==> config.mk <==
export PLATFORM = sky130hd
export DESIGN_NAME = trace_capture_unit
export DESIGN_NICKNAME = d
export VERILOG_FILES = /design/src/rtl/trace_capture_unit_pkg.sv /design/src/rtl/trace_capture_unit_op_class_decode.sv /design/src/rtl/trace_capture_unit.sv
export SDC_FILE = /design/constraint.sdc
export NUM_CORES = 2
export LEC_CHECK = 0
export CAP_MARGIN = 0
export CORE_MARGIN = 10
export CORE_UTILIZATION = 55
export CTS_CLUSTER_SIZE = 28
export DETAILED_ROUTE_END_ITERATION = 6
export PLACE_DENSITY = 0.73
export SYNTH_ARGS = -nofsm -noshare
export SYNTH_HDL_FRONTEND = slang
export SYNTH_HIERARCHICAL = 1
export SYNTH_SLANG_ARGS = --single-unit
==> constraint.sdc <==
create_clock -name clk -period 13.4 [get_ports clk]
set_clock_uncertainty 0.05 [all_clocks]
set_input_delay 3.35 -clock clk [delete_from_list [all_inputs] [get_ports clk]]
set_output_delay 3.35 -clock clk [all_outputs]
set_load 0.1 [all_outputs]
==> src/rtl/trace_capture_unit_pkg.sv <==
// Shared types and constants for the trace capture unit: FSM states, trigger
// modes, instruction classes, opcodes and a saturating counter helper.
package trace_capture_unit_pkg;

  localparam int unsigned CLS_W = 3;
  localparam int unsigned CNT_W = 16;
  localparam int unsigned OPC_W = 7;

  typedef enum logic [1:0] {
    ST_IDLE = 2'd0,
    ST_PRE  = 2'd1,
    ST_POST = 2'd2,
    ST_READ = 2'd3
  } state_t;

  localparam logic [1:0] TRIG_PC     = 2'b00;
  localparam logic [1:0] TRIG_BRANCH = 2'b01;
  localparam logic [1:0] TRIG_EXT    = 2'b10;
  localparam logic [1:0] TRIG_NEVER  = 2'b11;

  localparam logic [CLS_W-1:0] CLS_OTHER  = 3'd0;
  localparam logic [CLS_W-1:0] CLS_BRANCH = 3'd1;
  localparam logic [CLS_W-1:0] CLS_LOAD   = 3'd2;
  localparam logic [CLS_W-1:0] CLS_STORE  = 3'd3;
  localparam logic [CLS_W-1:0] CLS_ALUI   = 3'd4;
  localparam logic [CLS_W-1:0] CLS_ALUR   = 3'd5;

  localparam logic [OPC_W-1:0] OPC_BRANCH = 7'b1100011;
  localparam logic [OPC_W-1:0] OPC_LOAD   = 7'b0000011;
  localparam logic [OPC_W-1:0] OPC_STORE  = 7'b0100011;
  localparam logic [OPC_W-1:0] OPC_ALUI   = 7'b0010011;
  localparam logic [OPC_W-1:0] OPC_ALUR   = 7'b0110011;

  // Increment that sticks at all-ones instead of wrapping.
  function automatic logic [CNT_W-1:0] sat_inc(input logic [CNT_W-1:0] v);
    return (v == {CNT_W{1'b1}}) ? v : v + CNT_W'(1);
  endfunction

endpackage

==> src/rtl/trace_capture_unit_op_class_decode.sv <==
// Maps a RISC-V major opcode onto the trace unit's 3-bit instruction class.
module op_class_decode
  import trace_capture_unit_pkg::*;
(
  input  logic [OPC_W-1:0] opcode,
  output logic [CLS_W-1:0] op_class_c
);

  always_comb begin
    op_class_c = CLS_OTHER;
    unique case (opcode)
      OPC_BRANCH: op_class_c = CLS_BRANCH;
      OPC_LOAD:   op_class_c = CLS_LOAD;
      OPC_STORE:  op_class_c = CLS_STORE;
      OPC_ALUI:   op_class_c = CLS_ALUI;
      OPC_ALUR:   op_class_c = CLS_ALUR;
      default:    op_class_c = CLS_OTHER;
    endcase
  end

endmodule

==> src/rtl/trace_capture_unit.sv <==
// Retired-instruction trace buffer: circular pre-trigger capture, fixed-length
// post-trigger capture, then oldest-first readout over a valid/ready port.
module trace_capture_unit
  import trace_capture_unit_pkg::*;
#(
  parameter int unsigned XLEN  = 32,
  parameter int unsigned DEPTH = 16,
  parameter int unsigned POST  = 8
) (
  input  logic             clk,
  input  logic             reset,
  input  logic             cap_valid,
  input  logic [XLEN-1:0]  cap_pc,
  input  logic [XLEN-1:0]  cap_result,
  input  logic [31:0]      cap_instr,
  input  logic             arm,
  input  logic [1:0]       trig_mode,
  input  logic [XLEN-1:0]  trig_pc,
  input  logic             trig_ext,
  output logic [1:0]       state,
  output logic             triggered,
  output logic             rd_valid,
  input  logic             rd_ready,
  output logic             rd_last,
  output logic [XLEN-1:0]  rd_pc,
  output logic [XLEN-1:0]  rd_result,
  output logic [31:0]      rd_instr,
  output logic [CLS_W-1:0] rd_class,
  output logic [CNT_W-1:0] cnt_branch,
  output logic [CNT_W-1:0] cnt_load,
  output logic [CNT_W-1:0] cnt_store,
  output logic [CNT_W-1:0] cnt_alu
);

  localparam int unsigned AW = $clog2(DEPTH);
  localparam int unsigned CW = AW + 1;

  state_t          st;
  logic [AW-1:0]   wr_ptr;
  logic [AW-1:0]   rd_ptr;
  logic [AW-1:0]   post_cnt;
  logic [CW-1:0]   count;
  logic [CW-1:0]   fetch_rem;

  logic [XLEN-1:0]  mem_pc     [DEPTH];
  logic [XLEN-1:0]  mem_result [DEPTH];
  logic [31:0]      mem_instr  [DEPTH];
  logic [CLS_W-1:0] mem_class  [DEPTH];

  logic [CLS_W-1:0] cls;
  logic             capturing;
  logic             hit;
  logic [AW-1:0]    wr_ptr_nx;
  logic [CW-1:0]    count_nx;

  op_class_decode u_decode (
    .opcode     (cap_instr[OPC_W-1:0]),
    .op_class_c (cls)
  );

  assign state     = st;
  assign capturing = cap_valid && ((st == ST_PRE) || (st == ST_POST));
  assign wr_ptr_nx = wr_ptr + AW'(1);
  assign count_nx  = (count == CW'(DEPTH)) ? count : count + CW'(1);

  // Trigger condition for the current sample; only consulted in PRE.
  always_comb begin
    hit = 1'b0;
    unique case (trig_mode)
      TRIG_PC:     hit = (cap_pc == trig_pc);
      TRIG_BRANCH: hit = (cls == CLS_BRANCH);
      TRIG_EXT:    hit = trig_ext;
      TRIG_NEVER:  hit = 1'b0;
      default:     hit = 1'b0;
    endcase
  end

  // Sample buffer: one write port (capture), one read port (readout).
  always_ff @(posedge clk) begin
    if (capturing) begin
      mem_pc[wr_ptr]     <= cap_pc;
      mem_result[wr_ptr] <= cap_result;
      mem_instr[wr_ptr]  <= cap_instr;
      mem_class[wr_ptr]  <= cls;
    end
  end

  // Capture/readout FSM with its pointers, counters and registered outputs.
  always_ff @(posedge clk) begin
    if (reset) begin
      st         <= ST_IDLE;
      wr_ptr     <= '0;
      rd_ptr     <= '0;
      post_cnt   <= '0;
      count      <= '0;
      fetch_rem  <= '0;
      triggered  <= 1'b0;
      rd_valid   <= 1'b0;
      rd_last    <= 1'b0;
      rd_pc      <= '0;
      rd_result  <= '0;
      rd_instr   <= '0;
      rd_class   <= '0;
      cnt_branch <= '0;
      cnt_load   <= '0;
      cnt_store  <= '0;
      cnt_alu    <= '0;
    end else begin
      unique case (st)
        ST_IDLE: begin
          if (arm) begin
            st         <= ST_PRE;
            wr_ptr     <= '0;
            count      <= '0;
            triggered  <= 1'b0;
            cnt_branch <= '0;
            cnt_load   <= '0;
            cnt_store  <= '0;
            cnt_alu    <= '0;
          end
        end
        ST_PRE, ST_POST: begin
          if (cap_valid) begin
            wr_ptr <= wr_ptr_nx;
            count  <= count_nx;
            unique case (cls)
              CLS_BRANCH:         cnt_branch <= sat_inc(cnt_branch);
              CLS_LOAD:           cnt_load   <= sat_inc(cnt_load);
              CLS_STORE:          cnt_store  <= sat_inc(cnt_store);
              CLS_ALUI, CLS_ALUR: cnt_alu    <= sat_inc(cnt_alu);
              default: ;
            endcase
            if (st == ST_PRE) begin
              if (hit) begin
                st        <= ST_POST;
                triggered <= 1'b1;
                post_cnt  <= AW'(POST);
              end
            end else begin
              post_cnt <= post_cnt - AW'(1);
              if (post_cnt == AW'(1)) begin
                // Oldest surviving entry sits count_nx slots behind the writer.
                st        <= ST_READ;
                rd_ptr    <= wr_ptr_nx - AW'(count_nx);
                fetch_rem <= count_nx;
              end
            end
          end
        end
        ST_READ: begin
          if (rd_valid && rd_ready && rd_last) begin
            st       <= ST_IDLE;
            rd_valid <= 1'b0;
            rd_last  <= 1'b0;
          end else if (!rd_valid || rd_ready) begin
            if (fetch_rem != '0) begin
              rd_pc     <= mem_pc[rd_ptr];
              rd_result <= mem_result[rd_ptr];
              rd_instr  <= mem_instr[rd_ptr];
              rd_class  <= mem_class[rd_ptr];
              rd_valid  <= 1'b1;
              rd_last   <= (fetch_rem == CW'(1));
              rd_ptr    <= rd_ptr + AW'(1);
              fetch_rem <= fetch_rem - CW'(1);
            end else begin
              rd_valid <= 1'b0;
            end
          end
        end
        default: st <= ST_IDLE;
      endcase
    end
  end

endmodule

==> reports/qor.yml <==
detailed_routing:
  wl_met2_um: 77860
  drt_first_pass_iters: 5
  post_drt_wl_per_cell_um: 29.77
  top_layer_used: "met5"
  wl_met1_um: 64930
  wl_met3_um: 15450
  drt_iter0_markers: 4191
  route.detailed.drc: 0
  ant_nets: 0
  routed-via-count: 34070
  wl_um: 161800
  viasPerCell: 6.265
clock_network:
  htree_levels: 4
  hold_buffers: 0
  clk_latency_ns: 0.80
  cts_buffers: 174
  cts_resized: 0
  clockBufferDepth: 3
  clk_pin_slew_ns: 0.06
  cts_tree: "yes"
  clkSinkCount: 1774
  root_buffer: "clkbuf_16"
  cts_setup_buffers: 0
job:
  cap_violations: 0
global_route:
  grt.total_usage_pct: 23.49
  grt_pass1_vias: 34310
  antenna_found_initial: 24
  grt_pass1_wl_um: 236500
  grt_max_degree: 147
  grt.overflow.total: 0
floorplan:
  start_util_pct: 55.62
  die_area_sq_mm: 0.1380
  rows: 128
  core_sq_mm: 0.1222
  io-pin-count: 304
  fp.dieH_um: 371.5
  die_x_um: 371.5
critical_path:
  r2r_start: "state[0]"
  crit_chain: "clkdlybuf4s50_1, and2_1, nand2_1, nor2_4, buf_4, buf_4"
  critical_path_peak_fanout: 41
  slowest_stage: "buf_4"
  worst-path-buf-inv: 3
  ff2ff_path_depth: 7
  crit_family: "buffers and inverters"
  crit_top_cell: "buf_4"
  path_class: "in -> reg"
  cpPeakStageDelay_ns: 0.80
  endpoint_kind: "register"
  crit_start: "cap_valid"
  path_depth: 6
  cp.arrival_ns: 6.90
  crit_path_start_kind: "input port"
  cp.required_ns: 13.77
place:
  pre_cts_ws_ns: 6.054
  gp_congestion: 0.7854
  dpl-instance-area_sq_mm: 0.07290
  port_buffers: 303
  hpwl_um: 83760
power_and_ir_drop:
  p_per_area_mw_per_mm2: 165.7
  leakage_nw: 23.65
  finalPower_mw: 13.02
  ir_worst_vdd_uv: 146.1
yosys:
  ys_seq_area_share_pct: 75.59
  yosysUniqueCellTypes: 64
  ys_seq_elements: 1774
  synth_edf_count: 1584
  synth_nets: 3448
  syn_area_per_cell_sq_um: 20.66
  ys.flop_type: "edfxtp_1"
  synthCells: 3289
  synth_area_sq_mm: 0.06796
  ys_warn_count: 6
  async_reset_ff_share_pct: 0
layout:
  area_growth_pct: 15.61
  layout.nets: 3819
  final_common_cell: "edfxtp_1"
  layout_common_cells: "edfxtp_1 (1584), mux4_2 (495), clkdlybuf4s50_1 (302)"
  fill_cells: 8030
  drive_gt1_share_pct: 21.81
  design_area_sq_mm: 0.07857
hold_path:
  holdPathStages: 2
  hold_class: "reg -> reg"
  hp-start: "rd_result[20]"
sta:
  slew_viol_final: 0
  finalSetupTns_ns: 0
  hold_viol_final: 0
  max_freq_mhz: 153.1
  finalWorstSetupSlack_ns: 6.867
  timing.final.crit_share_pct: 48.75
  setup_violations: 0
  min_period_ns: 6.533
  slew_headroom_pct: 16.40
  rsz0062_at_grt: "false"
  worstMarginPinSlew_ns: 1.251
status:
  outcome: "finished clean"
cells in the mapped netlist, types with 22 or more instances:
cell / number / area, sq um
nor2_1: 102 / 382.9
nand4_1: 24 / 150.1
dfxtp_1: 190 / 3804
nor3_1: 24 / 120.1
clkbuf_1: 102 / 382.9
xor2_1: 24 / 210.2
buf_2: 46 / 230.2
edfxtp_1: 1584 / 47570
xnor2_1: 57 / 499.2
mux4_2: 495 / 11150
inv_1: 26 / 97.59
nand3_1: 38 / 190.2
a21oi_1: 134 / 670.6
ha_1: 22 / 275.3
nand2_1: 249 / 934.7
flip-flops by register name (all words and copies together) (netlist names), 2 cells and up:
| name | cells |
|---|---|
| mem_instr | 512 |
| mem_class | 48 |
| rd_result | 32 |
| fetch_rem | 5 |
| count | 5 |
| rd_instr | 32 |
| mem_result | 512 |
| rd_class | 3 |
| state | 2 |
| wr_ptr | 4 |
| rd_pc | 32 |
| cnt_branch | 16 |
| cnt_store | 16 |
| rd_ptr | 4 |
| cnt_alu | 16 |
| post_cnt | 4 |
| mem_pc | 512 |
| cnt_load | 16 |
through the flow:
step | instances | hold WS, ns | utilization, %
4_1_cts | 5431 | 0.4039 | 64.29
6_report | 5437 | 0.4023 | 64.30
5_1_grt | 5435 | 0.4247 | 64.29
2_1_floorplan | 3289 | 0.4166 | -
3_5_place_dp | 5109 | 0.3958 | 59.66
3_3_place_gp | 5109 | 0.3914 | 59.66
power by group:
group          switching, mW  total (mW)  internal, mW
logic                   1.01        1.92         0.908
clock network           2.03        4.83          2.80
registers              0.103        6.27          6.16
total                   3.14        13.0          9.88
worst register-to-register path: stages (launching register included):
cell     delay (ns)
dfxtp_1        0.44
inv_1          0.10
ha_1           0.89
and2_1         0.44
nand2_1        0.29
nor2_4         0.68
buf_4          0.80
buf_4          0.81
logic make-up after synthesis:
logic type,synth area share (%)
AO/OA/AOI/OAI,1.813
XOR/XNOR,1.077
adder cells (fa/ha/maj),0.4345
buffers and inverters,1.316
flip-flops,75.59
multiplexers,16.46
AND/OR/NAND/NOR,3.308
worst paths after layout:
path / slack [ns] / end
max reg2reg: 8.49 / mem_result[5][8]
min: 0.40 / rd_result[20]
max: 6.87 / mem_result[5][8]
min reg2reg: 0.40 / rd_result[20]
per-layer routing:
metal,vias to the layer above,global-route usage [%]
met2,1575,36.78
li1,14220,-
met3,231,6.003
met5,-,0
met1,18010,33.23
met4,34,6.038
final cells by class:
cell class / instances / area, sq um / area share (%)
diodes: 6 / 15.01 / 0.01911
clock buffers: 233 / 4710 / 5.994
clock inverters: 89 / 945.9 / 1.204
inverters: 28 / 105.1 / 0.1338
multi-input cells: 1318 / 15820 / 20.14
flip-flops and latches: 1774 / 51380 / 65.40
well taps: 1625 / 2033 / 2.588
repair buffers: 364 / 3555 / 4.524
Note: power is estimated with default switching activity, not from simulation.
